`src/rtl/cp0_exc_ctrl.sv`:
```
// CP0 exception/interrupt/ERET sequencer: IDLE -> FLUSH -> REDIRECT -> IDLE.
// Optional macro CP0_EXC_CTRL_IRQ_SYNC_EN adds a 2-flop synchronizer on int_req.
//   state      | meaning
//   S_IDLE     | waiting for exc_req / pending interrupt / eret
//   S_FLUSH    | EPC/Cause write (exc/irq), EXL update, target latched
//   S_REDIRECT | redirect held until redirect_ack
module cp0_exc_ctrl (
  input  logic        clk,
  input  logic        rst,
  input  logic [31:0] status,
  input  logic [7:0]  int_req,
  input  logic        exc_req,
  input  logic [4:0]  exc_code,
  input  logic        exc_bd,
  input  logic [31:0] exc_pc,
  input  logic [31:0] irq_pc,
  input  logic        eret,
  input  logic [31:0] epc_in,
  input  logic        redirect_ack,
  output logic        flush,
  output logic        epc_we,
  output logic [31:0] epc_wd,
  output logic        cause_we,
  output logic [31:0] cause_wd,
  output logic        exl_next,
  output logic        redirect,
  output logic [31:0] redirect_pc,
  output logic        busy
);

  typedef enum logic [1:0] {S_IDLE, S_FLUSH, S_REDIRECT} state_t;

  state_t      r_state;
  state_t      w_next;
  logic [7:0]  w_irq;
  logic        w_pending;
  logic        w_take;
  logic        w_sel_eret;
  logic        r_eret;
  logic [31:0] r_epc;
  logic [31:0] r_cause;
  logic [31:0] r_redirect_pc;

`ifdef CP0_EXC_CTRL_IRQ_SYNC_EN
  logic [7:0] r_irq_s1;
  logic [7:0] r_irq_s2;

  always_ff @(posedge clk or posedge rst) begin
    if (rst) begin
      r_irq_s1 <= 8'h00;
      r_irq_s2 <= 8'h00;
    end else begin
      r_irq_s1 <= int_req;
      r_irq_s2 <= r_irq_s1;
    end
  end

  assign w_irq = r_irq_s2;
`else
  assign w_irq = int_req;
`endif

  assign w_pending  = (|(w_irq & status[15:8])) & status[0] & ~status[1] & ~status[2];
  assign w_take     = exc_req | w_pending | eret;
  assign w_sel_eret = ~exc_req & ~w_pending & eret;

  always_ff @(posedge clk or posedge rst) begin
    if (rst) r_state <= S_IDLE;
    else     r_state <= w_next;
  end

  always_comb begin
    w_next = r_state;
    case (r_state)
      S_IDLE:     if (w_take) w_next = S_FLUSH;
      S_FLUSH:    w_next = S_REDIRECT;
      S_REDIRECT: if (redirect_ack) w_next = S_IDLE;
      default:    w_next = S_IDLE;
    endcase
  end

  // Winner is captured in the IDLE cycle; later requests cannot disturb it.
  always_ff @(posedge clk or posedge rst) begin
    if (rst) begin
      r_eret        <= 1'b0;
      r_epc         <= 32'h0;
      r_cause       <= 32'h0;
      r_redirect_pc <= 32'h0;
    end else begin
      if (r_state == S_IDLE && w_take) begin
        r_eret  <= w_sel_eret;
        r_epc   <= exc_req ? (exc_bd ? exc_pc - 32'd4 : exc_pc) : irq_pc;
        r_cause <= {exc_req & exc_bd, 15'b0, w_irq, 1'b0,
                    exc_req ? exc_code : 5'd0, 2'b00};
      end
      if (r_state == S_FLUSH) begin
        if (r_eret)          r_redirect_pc <= epc_in;
        else if (status[22]) r_redirect_pc <= 32'hBFC0_0380;
        else                 r_redirect_pc <= 32'h8000_0180;
      end
    end
  end

  always_comb begin
    flush       = 1'b0;
    epc_we      = 1'b0;
    epc_wd      = 32'h0;
    cause_we    = 1'b0;
    cause_wd    = 32'h0;
    exl_next    = status[1];
    redirect    = 1'b0;
    busy        = 1'b0;
    redirect_pc = r_redirect_pc;
    case (r_state)
      S_IDLE: flush = w_take & ~rst;
      S_FLUSH: begin
        busy     = 1'b1;
        epc_we   = ~r_eret;
        cause_we = ~r_eret;
        epc_wd   = r_eret ? 32'h0 : r_epc;
        cause_wd = r_eret ? 32'h0 : r_cause;
        exl_next = ~r_eret;
      end
      S_REDIRECT: begin
        busy     = 1'b1;
        redirect = 1'b1;
      end
      default: ;
    endcase
  end

endmodule

```
`config.mk`:
```
export PLATFORM = sky130hd
export DESIGN_NAME = cp0_exc_ctrl
export DESIGN_NICKNAME = d
export VERILOG_FILES = /design/src/rtl/cp0_exc_ctrl.sv
export SDC_FILE = /design/constraint.sdc
export NUM_CORES = 1
export LEC_CHECK = 0
export BUFFER_PORTS_ARGS = -buffer_cell sky130_fd_sc_hd__buf_2
export CAP_MARGIN = 20
export CELL_PAD_IN_SITES_DETAIL_PLACEMENT = 1
export CELL_PAD_IN_SITES_GLOBAL_PLACEMENT = 1
export CORE_MARGIN = 2
export CORE_UTILIZATION = 29
export DETAILED_ROUTE_END_ITERATION = 7
export PLACE_DENSITY_LB_ADDON = 0.1
export SYNTH_ARGS = -nofsm -noshare
export SYNTH_HDL_FRONTEND = slang
export SYNTH_SLANG_ARGS = --single-unit
```
`constraint.sdc`:
```
create_clock -name clk -period 2.15 [get_ports clk]
set_input_delay 0.215 -clock clk [delete_from_list [all_inputs] [get_ports clk]]
set_output_delay 0.215 -clock clk [all_outputs]
set_load 0.02 [all_outputs]
```
==> run_results.csv, run 1 <==
group,metric,value,unit
die,die_h,129,microns
clock_tree,clk_pin_slew,0.07,ns
worst_setup_path,startpoint_type,"register",
grt,grt_usage,18.5,%
worst_setup_path,crit_buf_inv,4,
grt,grt_pass1_wl,23.9,mm
detailed_routing,first_pass_iters,4,
grt,grt_max_degree,35,
worst_setup_path,worstPathMaxFanout,29,
detailed_routing,via_count,4377,
detailed_routing,vias_per_cell,4.80,
worst_setup_path,critical_path_class,"register to output port",
worst_setup_path,rrSetupSlack,0.23,ns
placement,dp_hpwl,11.4,mm
die,dieWidth,129,microns
worst_setup_path,cp_data_required_time,1.93,ns
worst_setup_path,path_common_cell,"inv_1",
power,peakVddDrop,0.403,mV
outcome,outcome,"completed",
synth,yosys_warnings,0,
clock_tree,cts_tree,"yes",
die,num_rows,45,
clock_tree,clk_latency,0.35,ns
placement,place_area,5980,sq um
detailed_routing,ant_nets,0,
grt,grt-ovfl-total,0,
clock_tree,numCtsBuffers,9,
sta,grt_setup_unrepaired,"true",
sta,setup_violations,0,
sta,fin_skew,0.00660,ns
sta,slew_headroom,51.7,%
placement,place_ws,-0.169,ns
power,finalPower,7670,uW
worst_setup_path,crit_slowest_cell,"dfrtp_1",
worst_setup_path,crit_chain,"inv_1, ha_1, inv_1, nor2_4, buf_8, and2_1, buf_2",
worst_hold_path,hold_depth,2,
cells_and_area,nets,847,
die,core,15300,sq um
worst_setup_path,rr_startpoint,"r_state[1]$_DFFE_PP0P_",
worst_setup_path,crit_start,"r_state[1]$_DFFE_PP0P_",
die,io_pins,249,
sta,timing.final.crit_share,95.3,%
cells_and_area,drive_gt1_share,44.2,%
worst_hold_path,hold_path_end,"redirect_pc[11]$_DFFE_PP0P_",
synth,synth_area,4540,sq um
placement,io_buffers,210,
clock_tree,ctsRootBufferMaster,"clkbuf_16",
worst_setup_path,max_stage_delay,0.40,ns
detailed_routing,wl,15.1,mm
synth,yosys_register_bits,81,
cells_and_area,final_core_utilization,41.4,%
synth,synth_edf_count,0,
sta,tightest_slew,0.724,ns
job,cap_violations,0,
sta,max_freq,0.488,GHz
synth,yosysUniqueCellTypes,50,
clock_tree,clkSinkCount,81,
clock_tree,clock_path_buffers,2,
die,die-area,16700,sq um
cells_and_area,diodes,0,
die,initial_utilization,29.8,%
synth,syn_avg_cell_area,9.73,sq um
placement,place_congestion,0.908,
worst_hold_path,min_path_type,"primary input to register",
synth,syn_inst,467,
sta,period_minus_slack,2.05,ns
worst_setup_path,rr_worst_depth,5,
cells_and_area,syn2layout_area_growth,38.9,%
synth,ys_async_sr_fraction,100,%
sta,finalHoldViolCount,0,
worst_setup_path,r2r-end,"redirect_pc[2]$_DFFE_PP0P_",
power,power_density,1210,nW/um^2
detailed_routing,drt-initial-drc-count,173,
grt,antenna_found_initial,0,
worst_setup_path,cp-end-kind,"output port",
sta,fin_ws,0.102,ns
power,p_leak,0.00306,uW
synth,seq_area_frac_synth,44.6,%
synth,synthFlopType,"dfrtp_1",
cells_and_area,design_area,6310,sq um
sta,holdWs,0.0789,ns
detailed_routing,wire_per_inst,16.5,microns
worst_hold_path,min_from,"epc_in[11]",
detailed_routing,drc,0,
clock_tree,h-tree-depth,3,
worst_setup_path,critPathTopFamily,"buffers and inverters",
grt,first_global_vias,4556,
worst_setup_path,cp_data_arrival_time,1.83,ns
sta,drv_slew,0,
-- flip-flops by register name, summed over array words and instances, names as in the netlist --
register,flops
r_epc,32
redirect_pc,32
r_cause,14
r_state,2
r_eret,1
-- cells in the final DEF, fill, tap and decap left out, drive strengths merged, types with 3 or more instances in the layout --
cell,synthesis,layout
xnor2,5,5
nor4b,3,3
a22oi,4,4
a22o,20,20
or3,11,11
nor3,8,8
or4,13,13
inv,9,10
o21ai,18,18
a21oi,29,29
ha,4,4
a31oi,14,14
conb,1,18
nand3,9,9
dfrtp,81,81
and2,46,46
mux2,33,33
nor2,44,44
nand2,13,13
nand4,4,4
xor2,9,9
o22a,3,3
buf,22,248
mux2i,3,3
clkinvlp,0,3
clkbuf,26,10
o31ai,10,10
-- worst reg2reg max path, stage by stage (launching register included) --
cell and delay (ns):
dfrtp_1 0.40, inv_1 0.10, ha_1 0.19, buf_4 0.27, and2_1 0.64, a22o_1 0.25
-- through the flow --
stage,cells,TNS [ns]
floorplan,484,-0.0402
global placement,894,-2.13
detailed placement,894,-3.59
CTS,911,-1.15
global route,912,-0.417
finish,912,0
-- cell families after synthesis --
family	synth area share [%]
AO/OA/AOI/OAI	16.1
XOR/XNOR	2.70
adder cells (fa/ha/maj)	1.10
multiplexers	8.84
buffers and inverters	6.47
other	0.0825
flip-flops	44.6
AND/OR/NAND/NOR	20.1
-- Yosys cell counts, drive strengths merged (2+ instances only) --
master   n  area, sq um
o22a     3         26.3
nand2   13         48.8
a21oi   29          145
buf     22          163
nand2b   2         12.5
o21ai   18         90.1
mux2i    3         30.0
and3     2         12.5
ha       4         50.1
nor3     8         40.0
and2    46          288
nand4    4         25.0
nand3    9         45.0
o31ai   10         80.1
or2      2         12.5
xnor2    5         43.8
or4     13         97.6
nor4b    3         32.5
a22oi    4         30.0
o221ai   2         17.5
xor2     9         78.8
nor2b    2         12.5
nor2    44          165
nor4     2         12.5
inv      9         33.8
a21o     2         15.0
mux2    33          372
clkbuf  26         97.6
a31oi   14         87.6
a22o    20          175
or3     11         70.1
dfrtp   81         2030
-- routing by layer --
layer	track usage, %	wire [microns]
met1	23.8	6580
met2	30.8	7400
met3	3.43	773
met4	7.61	331
met5	0	0
-- cell type report --
| type | instances | area (sq um) |
|---|---|---|
| well taps | 211 | 264 |
| multi-input cells | 346 | 2310 |
| repair buffers | 249 | 1380 |
| inverters | 9 | 37.5 |
| fillers | 1839 | 8950 |
| flip-flops and latches | 81 | 2030 |
| clock inverters | 6 | 50.0 |
| clock buffers | 10 | 239 |
-- worst max path at each step --
stage	to	depth (start not counted)
6_report	epc_wd[24]	7
5_1_grt	cause_wd[10]	7
4_1_cts	r_epc[23]$_DFFE_PP0P_	5
3_5_place_dp	r_epc[26]$_DFFE_PP0P_	6
3_3_place_gp	r_epc[26]$_DFFE_PP0P_	6
2_1_floorplan	r_epc[24]$_DFFE_PP0P_	7
-- power by group --
group	total [uW]	internal, uW	switching [uW]
clock network	1500	826	674
logic	3630	1510	2120
registers	2530	2200	330
-- what timing repair did --
action	CTS	global route
hold endpoints to repair	14	0
hold buffers	1	0
pin swaps	1	0
setup buffers	0	0
gates resized for setup	2	1
setup endpoints to repair	36	28
No activity file was read; power rests on OpenSTA's default activity.
==> run 2: changes to the inputs <==
--- a/config.mk
+++ b/config.mk
@@ -10,7 +10,7 @@
 export CELL_PAD_IN_SITES_DETAIL_PLACEMENT = 1
 export CELL_PAD_IN_SITES_GLOBAL_PLACEMENT = 1
 export CORE_MARGIN = 2
-export CORE_UTILIZATION = 29
+export CORE_UTILIZATION = 30
 export DETAILED_ROUTE_END_ITERATION = 7
 export PLACE_DENSITY_LB_ADDON = 0.1
 export SYNTH_ARGS = -nofsm -noshare
==> constraint.sdc (replaced) <==
create_clock -name clk -period 2.18 [get_ports clk]
set_input_delay 0.218 -clock clk [delete_from_list [all_inputs] [get_ports clk]]
set_output_delay 0.218 -clock clk [all_outputs]
set_load 0.02 [all_outputs]
==> run 2 against run 1 <==
Final area decreased by 0.20%; die area decreased by 3.2%; via count decreased by 0.75%; clock skew increased by 0.0035 ns; hold slack got worse by 0.067 ns; register-to-register slack improved by 0.07 ns; highest routed layer is now met5.
==> run_results.csv, run 2 (synthesis gave the netlist of run 1 again) <==
group,metric,value,unit
sta,slew_headroom,51.0,%
power,clock_power_share,20.8,%
power,p_leak,0.00306,uW
die,initial_utilization,31.0,%
clock_tree,clk_pin_slew,0.07,ns
die,dieWidth,127,microns
worst_setup_path,cp.depth,7,
cells_and_area,fillers,1764,
cells_and_area,nets,844,
clock_tree,clock_path_buffers,2,
grt,first_global_vias,4574,
detailed_routing,via_count,4344,
clock_tree,h-tree-depth,3,
power,combPwrFrac,46.9,%
grt,antenna_found_initial,4,
detailed_routing,wl,15.0,mm
cells_and_area,final_common_cell,"buf_2",
detailed_routing,vias_per_cell,4.91,
sta,drv_slew,0,
worst_setup_path,crit_start,"r_state[1]$_DFFE_PP0P_",
detailed_routing,wire_per_inst,17.0,microns
sta,fin_skew,0.0101,ns
worst_setup_path,rrSetupSlack,0.30,ns
power,power_density,1220,nW/um^2
worst_setup_path,path_common_cell,"inv_1",
job,cap_violations,0,
detailed_routing,ant_nets,0,
die,die-area,16100,sq um
worst_setup_path,startpoint_type,"register",
detailed_routing,first_pass_iters,4,
cells_and_area,design_area,6300,sq um
power,peakVddDrop,0.549,mV
power,internal_power,4600,uW
worst_setup_path,crit_buf_inv,4,
worst_setup_path,cp_data_arrival_time,1.84,ns
clock_tree,numCtsBuffers,9,
placement,place_area,5930,sq um
worst_setup_path,critical_path_class,"register to output port",
clock_tree,holdBufCountCts,0,
grt,grt-ovfl-total,0,
sta,timing.final.crit_share,94.5,%
placement,dp_hpwl,11.1,mm
sta,tightest_slew,0.734,ns
worst_setup_path,cp-end-kind,"output port",
power,finalPower,7700,uW
power,power_switching,3100,uW
cells_and_area,syn2layout_area_growth,38.6,%
placement,io_buffers,210,
worst_setup_path,crit_slowest_cell,"dfrtp_1",
die,core,14600,sq um
sta,finalHoldViolCount,0,
power,seqPwrFrac,32.3,%
worst_setup_path,cp_data_required_time,1.96,ns
placement,place_congestion,0.823,
power,p_sw_share,40.2,%
detailed_routing,drt-initial-drc-count,133,
clock_tree,clkSinkCount,81,
worst_setup_path,rr_worst_depth,5,
grt,grt_pass1_wl,23.5,mm
die,num_rows,44,
worst_setup_path,worstPathMaxFanout,24,
worst_setup_path,max_stage_delay,0.38,ns
clock_tree,cts_tree,"yes",
die,io_pins,249,
worst_hold_path,min_path_type,"primary input to asynchronous set/reset pin",
sta,period_minus_slack,2.06,ns
grt,grt_usage,18.5,%
worst_setup_path,rr_startpoint,"r_state[1]$_DFFE_PP0P_",
grt,grt_max_degree,82,
detailed_routing,drc,0,
worst_setup_path,crit_path_end,"epc_wd[26]",
sta,holdWs,0.0122,ns
clock_tree,postCtsResizedCells,0,
clock_tree,ctsRootBufferMaster,"clkbuf_16",
worst_setup_path,critPathTopFamily,"buffers and inverters",
clock_tree,clk_latency,0.34,ns
sta,max_freq,0.485,GHz
cells_and_area,drive_gt1_share,44.1,%
die,die_h,127,microns
sta,setup_violations,0,
outcome,outcome,"completed",
worst_setup_path,r2r-end,"redirect_pc[13]$_DFFE_PP0P_",
cells_and_area,mostFrequentLayoutCells,"buf_2 (210), dfrtp_1 (81), and2_1 (46)",
worst_setup_path,crit_chain,"inv_1, ha_1, inv_1, nor2_4, buf_12, and2_1, buf_2",
cells_and_area,final_core_utilization,43.0,%
[run 2: cell count changes in the layout (fill, tap and decap cells not counted), sizes merged]
| cell | before | now |
|---|---|---|
| diode | 0 | 3 |
| dlygate4sd3 | 1 | 0 |
| bufinv | 0 | 1 |
| clkinvlp | 3 | 2 |
| clkinv | 2 | 0 |
| inv | 10 | 13 |
| buf | 248 | 245 |
[run 2: per-stage QoR]
stage | setup TNS, ns | instances | setup slack (ns)
final | 0 | 885 | 0.119
after global routing | -0.00496 | 883 | -0.00496
after CTS | 0 | 879 | 0.00732
after detailed placement | -1.41 | 863 | -0.223
after global placement | -0.807 | 863 | -0.155
after floorplan | -0.0132 | 484 | -0.0132
[run 2: how the worst min path moves through the flow]
| stage | from | end | slack, ns |
|---|---|---|---|
| 2_1_floorplan | epc_in[31] | redirect_pc[31]$_DFFE_PP0P_ | 0.34 |
| 3_3_place_gp | rst | r_cause[6]$_DFFE_PP0P_ | 0.39 |
| 3_5_place_dp | rst | r_cause[5]$_DFFE_PP0P_ | 0.40 |
| 4_1_cts | rst | redirect_pc[12]$_DFFE_PP0P_ | 0.02 |
| 5_1_grt | rst | redirect_pc[12]$_DFFE_PP0P_ | 0.05 |
| 6_report | rst | redirect_pc[12]$_DFFE_PP0P_ | 0.01 |
[run 2: tightest hold or removal path, delay by kind of cell]
kind / cells / cell delay [ns]
buffers and inverters: 3 / 0.56
[run 2: area by class of cell]
| class | instances | area, sq um | area share, % |
|---|---|---|---|
| tap | 184 | 230 | 3.66 |
| clock inverter | 7 | 83.8 | 1.33 |
| sequential | 81 | 2030 | 32.2 |
| multi-input combinational | 346 | 2310 | 36.7 |
| antenna | 3 | 7.51 | 0.119 |
| timing repair buffer | 246 | 1380 | 21.9 |
| inverter | 9 | 37.5 | 0.596 |
| clock buffer | 9 | 225 | 3.58 |
[run 2: power by group through the flow]
stage	Combinational (uW)	Sequential, uW	Clock (uW)
final	3610	2490	1600
after global routing	3960	2590	1720
after CTS	3580	2500	1650
after detailed placement	3570	2520	0
after global placement	3470	2480	0
after floorplan	2130	2690	0
[run 2: layer usage]
metal / up-vias / routed length, microns / GRT usage, %
li1: 2098 / - / -
met1: 2100 / 6510 / 23.0
met2: 127 / 7340 / 31.3
met3: 17 / 845 / 4.40
met4: 2 / 303 / 6.79
met5: - / 13 / 0
[run 2: timing repair]
item	in CTS	in global routing
endpoints found under the setup margin	27	2
setup buffers	0	1
gates cloned	0	1
pin swaps	1	2
==> run 3: changes to the inputs <==
--- a/config.mk
+++ b/config.mk
@@ -7,10 +7,10 @@
 export LEC_CHECK = 0
 export BUFFER_PORTS_ARGS = -buffer_cell sky130_fd_sc_hd__buf_2
 export CAP_MARGIN = 20
-export CELL_PAD_IN_SITES_DETAIL_PLACEMENT = 1
-export CELL_PAD_IN_SITES_GLOBAL_PLACEMENT = 1
+export CELL_PAD_IN_SITES_DETAIL_PLACEMENT = 2
+export CELL_PAD_IN_SITES_GLOBAL_PLACEMENT = 2
 export CORE_MARGIN = 2
-export CORE_UTILIZATION = 30
+export CORE_UTILIZATION = 25
 export DETAILED_ROUTE_END_ITERATION = 7
 export PLACE_DENSITY_LB_ADDON = 0.1
 export SYNTH_ARGS = -nofsm -noshare
==> run 3 against run 2 <==
First-iteration DRC count decreased by 20%; largest cell class unchanged; non-clock buffer count increased by 6; clock skew fell by 0.0030 ns; sequential power barely moved; setup slack improved by 0.0035 ns; final area up 2.1%; routed wire length is 14% higher; count of clock-buffer cells in the layout is 1 higher; sequential share of layout area shrank 0.68 points; die area is 19% higher; clock power is 6% lower; cell count is 5.6% higher.
==> run_results.csv, run 3 (synthesis gave the netlist of run 1 again) <==
group,metric,value,unit
outcome,outcome,"completed",
worst_setup_path,critical_path_class,"register to output port",
power,peakVddDrop,0.515,mV
worst_setup_path,worstPathMaxFanout,21,
power,p_sw_share,41.2,%
detailed_routing,wire_per_inst,18.3,microns
clock_tree,ctsRootBufferMaster,"clkbuf_16",
sta,max_freq,0.486,GHz
cells_and_area,drive_gt1_share,45.0,%
clock_tree,numCtsBuffers,9,
worst_setup_path,cp_data_arrival_time,1.84,ns
clock_tree,clkSinkCount,81,
die,die-area,19300,sq um
cells_and_area,multiInputGateArea,2330,sq um
clock_tree,h-tree-depth,3,
sta,setup_violations,0,
worst_setup_path,startpoint_type,"register",
grt,antenna_found_initial,1,
detailed_routing,drt-initial-drc-count,106,
grt,grt_usage,17.7,%
clock_tree,clock_path_buffers,2,
detailed_routing,vias_per_cell,4.74,
placement,placed_cells,912,
worst_setup_path,cp-end-kind,"output port",
detailed_routing,wl,17.1,mm
worst_setup_path,cp_data_required_time,1.96,ns
placement,io_buffers,210,
sta,finalHoldViolCount,0,
sta,grt_setup_unrepaired,"false",
sta,drv_slew,0,
job,cap_violations,0,
cells_and_area,final_core_utilization,35.9,%
die,core,17900,sq um
worst_hold_path,min_path_type,"primary input to register",
power,power_density,1210,nW/um^2
grt,grt_max_degree,66,
die,num_rows,49,
cells_and_area,syn2layout_area_growth,41.6,%
clock_tree,cts_tree,"yes",
die,io_pins,249,
power,clock_power_share,19.4,%
cells_and_area,final_common_cell,"buf_2",
sta,tightest_slew,0.702,ns
die,die_h,139,microns
power,seqPwrFrac,31.9,%
sta,holdWs,0.0749,ns
power,p_leak,0.00310,uW
power,internal_power,4570,uW
cells_and_area,final_cells,935,
clock_tree,clk_pin_slew,0.07,ns
cells_and_area,mostFrequentLayoutCells,"buf_2 (209), dfrtp_1 (81), and2_1 (46)",
sta,period_minus_slack,2.06,ns
sta,timing.final.crit_share,94.4,%
power,power_switching,3210,uW
detailed_routing,drc,0,
grt,grt-ovfl-total,0,
cells_and_area,seqCellArea,2030,sq um
die,dieWidth,139,microns
detailed_routing,ant_nets,0,
cells_and_area,fillers,2065,
sta,slew_headroom,53.2,%
power,combPwrFrac,48.8,%
detailed_routing,first_pass_iters,4,
placement,dp_hpwl,12.5,mm
detailed_routing,via_count,4430,
sta,fin_skew,0.00713,ns
clock_tree,clk_latency,0.35,ns
cells_and_area,nets,851,
grt,grt_pass1_wl,27.1,mm
grt,first_global_vias,4874,
placement,place_congestion,0.735,
die,initial_utilization,25.4,%
run 3: cell count changes in the layout (fill, tap and decap cells not counted), sizes merged, moves of 2 or more:
cell / delta
buf: +4
clkinv: +2
inv: -3
clkbuf: +2
diode: -2
run 3: metal layers:
metal | wire (microns) | track usage, % | up-vias
met5 | 0 | 0 | -
met4 | 187 | 4.94 | 0
met3 | 888 | 4.11 | 11
met2 | 8670 | 30.5 | 117
met1 | 7320 | 22.2 | 2193
li1 | - | - | 2109
run 3: layout make-up:
| class | count | share of cell area (%) |
|---|---|---|
| Tap cell | 229 | 4.45 |
| Timing Repair Buffer | 252 | 22.7 |
| Inverter | 9 | 0.583 |
| Sequential cell | 81 | 31.5 |
| Clock inverter | 6 | 0.778 |
| Antenna cell | 1 | 0.0389 |
| Clock buffer | 10 | 3.71 |
| Multi-Input combinational cell | 347 | 36.3 |
run 3: final timing paths:
path | slack [ns] | end | depth (start not counted) | from
max | 0.12 | epc_wd[26] | 8 | r_state[1]$_DFFE_PP0P_
min | 0.07 | redirect_pc[16]$_DFFE_PP0P_ | 2 | epc_in[16]
max reg2reg | 0.27 | r_epc[6]$_DFFE_PP0P_ | 5 | r_state[0]$_DFFE_PP0P_
min reg2reg | 0.49 | r_cause[5]$_DFFE_PP0P_ | 2 | r_cause[5]$_DFFE_PP0P_
max in group asynchronous | 1.35 | r_epc[5]$_DFFE_PP0P_ | 4 | rst
min in group asynchronous | 0.50 | redirect_pc[17]$_DFFE_PP0P_ | 4 | rst
run 3: power groups by stage:
stage	logic, uW	registers (uW)	clock network (uW)
detailed placement	3640	2520	0
global placement	3560	2470	0
CTS	3710	2490	1560
global route	4160	2580	1620
finish	3800	2480	1510
floorplan	2130	2690	0
run 3: what timing repair did:
action,4_1_cts,5_1_grt
gates cloned,1,2
gates resized for setup,3,9
endpoints found under the hold margin,29,0
endpoints found under the setup margin,33,32
hold buffers,1,0
pin swaps,2,3
setup buffers,0,2
run 3: critical path: stages, from the launching register on:
cell,delay (ns)
dfrtp_1,0.39
inv_1,0.10
ha_2,0.21
inv_1,0.08
nor2_4,0.09
buf_4,0.15
buf_12,0.14
and2_1,0.16
buf_2,0.17
run 3: metrics by stage:
stage	total power (uW)	instance area (sq um)	setup WS [ns]	TNS [ns]
2_1_floorplan	4810	4620	-0.0132	-0.0132
3_3_place_gp	6030	6030	-0.150	-4.61
3_5_place_dp	6160	6030	-0.234	-6.53
4_1_cts	7760	6340	0.00756	0
5_1_grt	8370	6430	0.00736	0
6_report	7780	6430	0.123	0
